[src/rtl/wt_dcache_rd_ctrl_pkg.sv]
// wt_dcache_rd_ctrl_pkg: cache geometry, port structs, cacheable-region map and FSM states for the dcache read controller
package wt_dcache_rd_ctrl_pkg;
   localparam int unsigned PLEN                = 56;
   localparam int unsigned DCACHE_INDEX_WIDTH  = 12;
   localparam int unsigned DCACHE_TAG_WIDTH    = PLEN - DCACHE_INDEX_WIDTH;
   localparam int unsigned DCACHE_OFFSET_WIDTH = 4;
   localparam int unsigned DCACHE_CL_IDX_WIDTH = DCACHE_INDEX_WIDTH - DCACHE_OFFSET_WIDTH;
   localparam int unsigned DCACHE_SET_ASSOC    = 8;
   localparam int unsigned CACHE_ID_WIDTH      = 2;
   localparam int unsigned NR_CACHED_REGIONS   = 2;

   typedef struct packed {
      logic [DCACHE_INDEX_WIDTH-1:0] address_index;
      logic [DCACHE_TAG_WIDTH-1:0]   address_tag;
      logic [63:0]                   data_wdata;
      logic                          data_req;
      logic                          data_we;
      logic [7:0]                    data_be;
      logic [1:0]                    data_size;
      logic                          kill_req;
      logic                          tag_valid;
   } dcache_req_i_t;

   typedef struct packed {
      logic        data_gnt;
      logic        data_rvalid;
      logic [63:0] data_rdata;
   } dcache_req_o_t;

   typedef struct packed {
      logic [NR_CACHED_REGIONS-1:0][63:0] cached_region_addr_base;
      logic [NR_CACHED_REGIONS-1:0][63:0] cached_region_length;
   } ariane_cfg_t;

   // a zero-length region never matches, so unused slots stay zero
   localparam ariane_cfg_t ArianeDefaultConfig = '{
      cached_region_addr_base: {64'h0, 64'h8000_0000},
      cached_region_length:    {64'h0, 64'h4000_0000}
   };

   typedef enum logic [2:0] {
      IDLE, READ, MISS_REQ, MISS_WAIT, KILL_MISS, KILL_MISS_ACK, REPLAY_REQ, REPLAY_READ
   } rd_state_e;

   function automatic logic is_inside_cacheable_regions(ariane_cfg_t cfg, logic [PLEN-1:0] addr);
      logic [63:0] a;
      a = 64'(addr);
      is_inside_cacheable_regions = 1'b0;
      for (int i = 0; i < NR_CACHED_REGIONS; i++)
         if (a >= cfg.cached_region_addr_base[i] &&
             a < cfg.cached_region_addr_base[i] + cfg.cached_region_length[i])
            is_inside_cacheable_regions = 1'b1;
   endfunction
endpackage

[src/rtl/wt_dcache_rd_ctrl.sv]
// wt_dcache_rd_ctrl: read controller for one load port of the write-through L1 dcache
// clk_i/rst_ni/clr_i  clock, async active-low reset, sync clear to IDLE
// cache_en_i/busy_o   cache enable (0 = all misses non-cacheable), controller busy
// req_port_i/o        core load request (index/tag phase, kill) and grant/rvalid/rdata
// miss_*              refill / non-cacheable request handshake to the miss unit
// rd_*                cache memory read port (index phase request, tag phase results)
module wt_dcache_rd_ctrl
   import wt_dcache_rd_ctrl_pkg::*;
#(
   parameter logic [CACHE_ID_WIDTH-1:0] RdTxId    = 1,
   parameter ariane_cfg_t               ArianeCfg = ArianeDefaultConfig
) (
   input  logic                           clk_i,
   input  logic                           rst_ni,
   input  logic                           clr_i,
   input  logic                           cache_en_i,
   output logic                           busy_o,
   input  dcache_req_i_t                  req_port_i,
   output dcache_req_o_t                  req_port_o,
   output logic                           miss_req_o,
   input  logic                           miss_ack_i,
   output logic                           miss_we_o,
   output logic [63:0]                    miss_wdata_o,
   output logic [CACHE_ID_WIDTH-1:0]      miss_id_o,
   output logic [DCACHE_SET_ASSOC-1:0]    miss_vld_bits_o,
   output logic [PLEN-1:0]                miss_paddr_o,
   output logic                           miss_nc_o,
   output logic [2:0]                     miss_size_o,
   input  logic                           miss_replay_i,
   input  logic                           miss_rtrn_vld_i,
   input  logic                           wr_cl_vld_i,
   output logic [DCACHE_TAG_WIDTH-1:0]    rd_tag_o,
   output logic [DCACHE_CL_IDX_WIDTH-1:0] rd_idx_o,
   output logic [DCACHE_OFFSET_WIDTH-1:0] rd_off_o,
   output logic                           rd_req_o,
   output logic                           rd_tag_only_o,
   input  logic                           rd_ack_i,
   input  logic [63:0]                    rd_data_i,
   input  logic [DCACHE_SET_ASSOC-1:0]    rd_vld_bits_i,
   input  logic [DCACHE_SET_ASSOC-1:0]    rd_hit_oh_i
);
   rd_state_e                     state_q, state_d;
   logic [DCACHE_INDEX_WIDTH-1:0] idx_q, idx_d, rd_addr;
   logic [DCACHE_TAG_WIDTH-1:0]   tag_q, tag_d;
   logic [1:0]                    size_q, size_d;
   logic [DCACHE_SET_ASSOC-1:0]   vld_q, vld_d;
   logic                          rd_ack_q, gnt, rvalid, new_req, save_tag, hit;
   logic                          unused_req;

   assign unused_req = ^{req_port_i.data_wdata, req_port_i.data_we, req_port_i.data_be};
   assign hit        = |rd_hit_oh_i & cache_en_i;
   assign save_tag   = state_q == READ && req_port_i.tag_valid;
   assign idx_d      = gnt ? req_port_i.address_index : idx_q;
   assign size_d     = gnt ? req_port_i.data_size : size_q;
   assign tag_d      = save_tag ? req_port_i.address_tag : tag_q;
   // a newly offered request drives the index directly so it can be granted this cycle
   assign rd_addr    = new_req ? req_port_i.address_index : idx_q;
   assign rd_idx_o   = rd_addr[DCACHE_INDEX_WIDTH-1:DCACHE_OFFSET_WIDTH];
   assign rd_off_o   = rd_addr[DCACHE_OFFSET_WIDTH-1:0];
   assign rd_tag_o   = tag_d;
   assign rd_tag_only_o   = 1'b0;
   assign miss_we_o       = 1'b0;
   assign miss_wdata_o    = '0;
   assign miss_id_o       = RdTxId;
   assign miss_vld_bits_o = vld_q;
   assign miss_paddr_o    = {tag_q, idx_q};
   assign miss_nc_o       = ~cache_en_i | ~is_inside_cacheable_regions(ArianeCfg, miss_paddr_o);
   assign miss_size_o     = miss_nc_o ? {1'b0, size_q} : 3'b111;
   assign busy_o          = state_q != IDLE;
   assign req_port_o      = '{data_gnt: gnt, data_rvalid: rvalid, data_rdata: rd_data_i};

   always_comb begin
      state_d    = state_q;
      vld_d      = vld_q;
      gnt        = 1'b0;
      rvalid     = 1'b0;
      new_req    = 1'b0;
      rd_req_o   = 1'b0;
      miss_req_o = 1'b0;
      case (state_q)
         IDLE: if (req_port_i.data_req) begin
            rd_req_o = 1'b1;
            new_req  = 1'b1;
            gnt      = rd_ack_i;
            state_d  = rd_ack_i ? READ : IDLE;
         end
         READ, REPLAY_READ: begin
            rd_req_o = 1'b1;
            if (req_port_i.kill_req) begin
               rvalid  = 1'b1;
               state_d = IDLE;
            end else if (req_port_i.tag_valid || state_q == REPLAY_READ) begin
               // tag-phase data is unreliable if the readout mux was taken or the index phase was not acked
               if (wr_cl_vld_i || !rd_ack_q) state_d = REPLAY_REQ;
               else if (hit) begin
                  rvalid  = 1'b1;
                  new_req = req_port_i.data_req;
                  gnt     = req_port_i.data_req & rd_ack_i;
                  state_d = gnt ? READ : IDLE;
               end else begin
                  vld_d   = rd_vld_bits_i;
                  state_d = MISS_REQ;
               end
            end
         end
         MISS_REQ: begin
            miss_req_o = 1'b1;
            if (req_port_i.kill_req) begin
               rvalid  = 1'b1;
               state_d = miss_ack_i ? KILL_MISS : KILL_MISS_ACK;
            end else if (miss_replay_i) state_d = REPLAY_REQ;
            else if (miss_ack_i) state_d = MISS_WAIT;
         end
         MISS_WAIT: if (req_port_i.kill_req) begin
            rvalid  = 1'b1;
            state_d = miss_rtrn_vld_i ? IDLE : KILL_MISS;
         end else if (miss_rtrn_vld_i) begin
            rvalid  = 1'b1;
            state_d = IDLE;
         end
         REPLAY_REQ: begin
            rd_req_o = 1'b1;
            if (req_port_i.kill_req) begin
               rvalid  = 1'b1;
               state_d = IDLE;
            end else if (rd_ack_i) state_d = REPLAY_READ;
         end
         KILL_MISS_ACK: begin
            miss_req_o = 1'b1;
            if (miss_replay_i) state_d = IDLE;
            else if (miss_ack_i) state_d = KILL_MISS;
         end
         KILL_MISS: if (miss_rtrn_vld_i) state_d = IDLE;
         default: state_d = IDLE;
      endcase
   end

   always_ff @(posedge clk_i or negedge rst_ni)
      if (!rst_ni) begin
         state_q  <= IDLE;
         idx_q    <= '0;
         tag_q    <= '0;
         size_q   <= '0;
         vld_q    <= '0;
         rd_ack_q <= 1'b0;
      end else begin
         state_q  <= clr_i ? IDLE : state_d;
         idx_q    <= idx_d;
         tag_q    <= tag_d;
         size_q   <= size_d;
         vld_q    <= vld_d;
         rd_ack_q <= rd_ack_i;
      end
endmodule

[config.mk]
export PLATFORM = sky130hd
export DESIGN_NAME = wt_dcache_rd_ctrl
export DESIGN_NICKNAME = d
export VERILOG_FILES = /design/src/rtl/wt_dcache_rd_ctrl_pkg.sv /design/src/rtl/wt_dcache_rd_ctrl.sv
export SDC_FILE = /design/constraint.sdc
export NUM_CORES = 1
export LEC_CHECK = 0
export CAP_MARGIN = 20
export CORE_AREA = 2 2 189 191
export DETAILED_ROUTE_END_ITERATION = 10
export DIE_AREA = 0 0 191 193
export HOLD_SLACK_MARGIN = 0.06
export PLACE_DENSITY = 0.49
export SLEW_MARGIN = 5
export SYNTH_ARGS = -nofsm -noshare
export SYNTH_HDL_FRONTEND = slang
export SYNTH_SLANG_ARGS = --single-unit
[constraint.sdc]
create_clock -name clk_i -period 2.4 [get_ports clk_i]
set_input_delay 0.48 -clock clk_i [delete_from_list [all_inputs] [get_ports clk_i]]
set_output_delay 0.48 -clock clk_i [all_outputs]
set_load 0.02 [all_outputs]
==> reports/results.ini <==
[run_status]
status=finished, violations left
violations=negative setup slack

[placement]
globalplace.congestion=0.766
dp_hpwl_microns=12700
dp.cells=1056
io_buffers=214

[critical_path]
r2r_cells=6
slowest_delay_ns=0.57
crit_path_end_kind=primary output
crit_top_cell=buf_6
slowest_stage=or4_4
critPathKind=input pin to primary output
worstPathCellList=buf_6 > or4_4 > o2111ai_4 > o22a_4 > buf_12 > mux2_4 > buf_6
required_ns=1.92
start_kind=input pin
critPathArrivalTime_ns=2.16
worstPathMaxFanout=7

[global_routing]
grt_usage_pct=9.66
grt_max_degree=37
antenna_found_initial=2
grt_pass1_wl_microns=25400
grt_pass1_vias=3753
grt_remaining_overflow=0

[cells_and_area]
n_antenna_cell=0
nets=864
register_area_sq_um=1750
drive_above_1_share_pct=40.9
final_core_util_pct=22.3
n_fill_cell=3792
syn2layout_area_growth_pct=77.2
multi_input_area_sq_um=2020
fin_cells=1106

[floorplanning]
die_area_sq_um=36900
core_sq_um=35000
rows=69
start_util_pct=12.6
die_height_microns=193
io_pins=484
die-width_microns=191

[power_and_ir_drop]
vdd_ir_drop_max_v=0.000382
p_sw_mw=2.34
leakagePower_nw=3.40
swShare_pct=36.7
p_comb_share_pct=51.5
pwr-share-seq_pct=26.5
clkPwrFrac_pct=22.0
p_per_area_nw_per_um2=818
p_int_mw=4.03

[timing]
tightestPinTransition_ns=0.556
maxSlewHeadroom_pct=62.9
finalSetupViolations=39
final-max-slew-violation-count=0
fin_crit_ns=2.64
max_freq_ghz=0.379
period_share_pct=110
fin_ws_ns=-0.239
skew_ns=0.00884
hold_viol_final=0
rsz0062_at_grt=true

[synthesis]
yosysSeqAreaShare_pct=39.9
synth.largest_area_cell=dfrtp_1
synth.top_cell.area_share_pct=39.9
yosysMostFrequentCell=buf_4
yosys-top-cells-area=dfrtp_1 40%, buf_4 23%, mux2_2 15%
syn_area_per_cell_sq_um=10.7
netlist_area_sq_um=4400
synthFlopType=dfrtp_1
yosysWarnings=0
ys_ff_latch=70
synthTopCellsByCount=134 x buf_4, 70 x dfrtp_1, 59 x mux2_2
synth.distinct_cells=48
synth_edf_count=0
postSynthCellCount=412
synthArstFlopShare_pct=100

[min_path]
hp-class=input pin to asynchronous set/reset pin

[routing]
drt_iter0_drc=78
drc=0
vias=3727
via_per_inst=3.37
drt-wirelength-per-cell_microns=16.2
drtPass1Iterations=4
routed_wl_microns=17900
drtAntennaViolNets=0

[cts]
path_clk_slew_ns=0.06
clock-sinks=70
clock_latency_ns=0.36
root_buffer=clkbuf_16
htreeDepth=3
numCtsBuffers=9
ctsHoldBuffers=0
cts_tree=done
max-clock-path-buffers=2

[flow_run]
maxCapViolations=0

cells by family (layout without fill, tap and decap cells):
| group | after synthesis | count (layout) | synth area share, % |
|---|---|---|---|
| simple gates | 61 | 61 | 7.57 |
| compound gates | 55 | 55 | 9.34 |
| mux | 65 | 65 | 17.1 |
| flops | 70 | 70 | 39.9 |
| other cells | 2 | 68 | 0.171 |
| xor+xnor | 2 | 2 | 0.399 |
| buf+inv | 157 | 324 | 25.6 |
metal layers:
layer	track usage, %	up-vias	share of wire (%)
li1	-	1694	-
met1	12.6	1808	46
met2	13.9	178	44
met3	3.69	43	7.8
met4	4.68	4	2.5
met5	0	-	0.15
stage by stage:
stage / setup slack (ns) / power (mW) / instance area, sq um / TNS (ns) / hold WS (ns)
after floorplan: -0.105 / 3.21 / 4640 / -0.831 / 0.184
after global placement: -1.14 / 4.64 / 6720 / -49.83 / 0.490
after detailed placement: -1.15 / 4.63 / 6720 / -50.38 / 0.496
after CTS: -0.279 / 6.31 / 7560 / -7.92 / 0.107
after global routing: -0.286 / 6.69 / 7790 / -7.18 / 0.124
final: -0.239 / 6.37 / 7790 / -3.73 / 0.101
flip-flops by register name, summed over array words and instances (netlist names):
| signal | count |
|---|---|
| tag_q | 44 |
| idx_q | 12 |
| size_q | 2 |
| rd_ack_q | 1 |
| state_q | 3 |
| miss_vld_bits_o | 8 |
cells in the final DEF (no fill, tap or decap), types with 2 or more instances in the layout:
cell	n
clkbuf_16	9
buf_12	11
buf_6	73
mux2_2	11
nor3_1	3
dfrtp_2	2
dlygate4sd2_1	4
nand3_1	2
o311ai_0	14
buf_2	7
clkdlybuf4s50_1	138
o22ai_1	2
nor2_1	8
o21a_1	3
inv_1	3
nor2_4	2
nand3b_1	2
buf_8	4
a221oi_1	2
nand2b_1	3
conb_1	68
o21ai_0	18
buf_4	63
mux2_4	53
or4_4	2
a211oi_1	3
nand4_1	2
nand2_1	18
or2_2	2
clkinv_4	2
buf_16	3
nor4_1	4
dfrtp_1	68
power by group through the flow:
stage / Clock, mW / Combinational, mW / Sequential, mW
3_3_place_gp: 0 / 2.96 / 1.68
2_1_floorplan: 0 / 1.20 / 2.01
3_5_place_dp: 0 / 2.95 / 1.69
4_1_cts: 1.47 / 3.14 / 1.69
5_1_grt: 1.52 / 3.44 / 1.73
6_report: 1.40 / 3.28 / 1.69
worst max-delay path: cells and delay by family:
kind	cells	cell delay, ns
and+or+nand+nor	1	0.57
AOI/OAI and AO/OA	2	0.44
buffers and inverters	3	0.35
muxes	1	0.30
final cells by class:
cell class / instances / share of cell area [%]
Sequential cell: 70 / 22.5
Inverter: 4 / 0.193
Tap cell: 461 / 7.41
Clock buffer: 10 / 3.07
Timing Repair Buffer: 305 / 40.1
Clock inverter: 5 / 0.771
Multi-Input combinational cell: 251 / 25.9
final timing paths:
check                                        start                 end  slack, ns
worst min register to register  miss_vld_bits_o[7]  miss_vld_bits_o[7]       0.51
worst max-delay path                rd_hit_oh_i[3]         rd_off_o[3]      -0.24
max in group asynchronous                   rst_ni           tag_q[21]       1.68
worst min-delay path                        rst_ni            tag_q[6]       0.10
min in group clk_i              miss_vld_bits_o[7]  miss_vld_bits_o[7]       0.51
worst max register to register          state_q[2]          state_q[1]       0.29
timing repair:
item	in CTS	in global routing
pin swaps	10	7
gates cloned	7	0
buffers inserted	22	10
resized for setup	424	75
setup endpoints to repair	65	57
No activity file was read; power rests on OpenSTA's default activity.
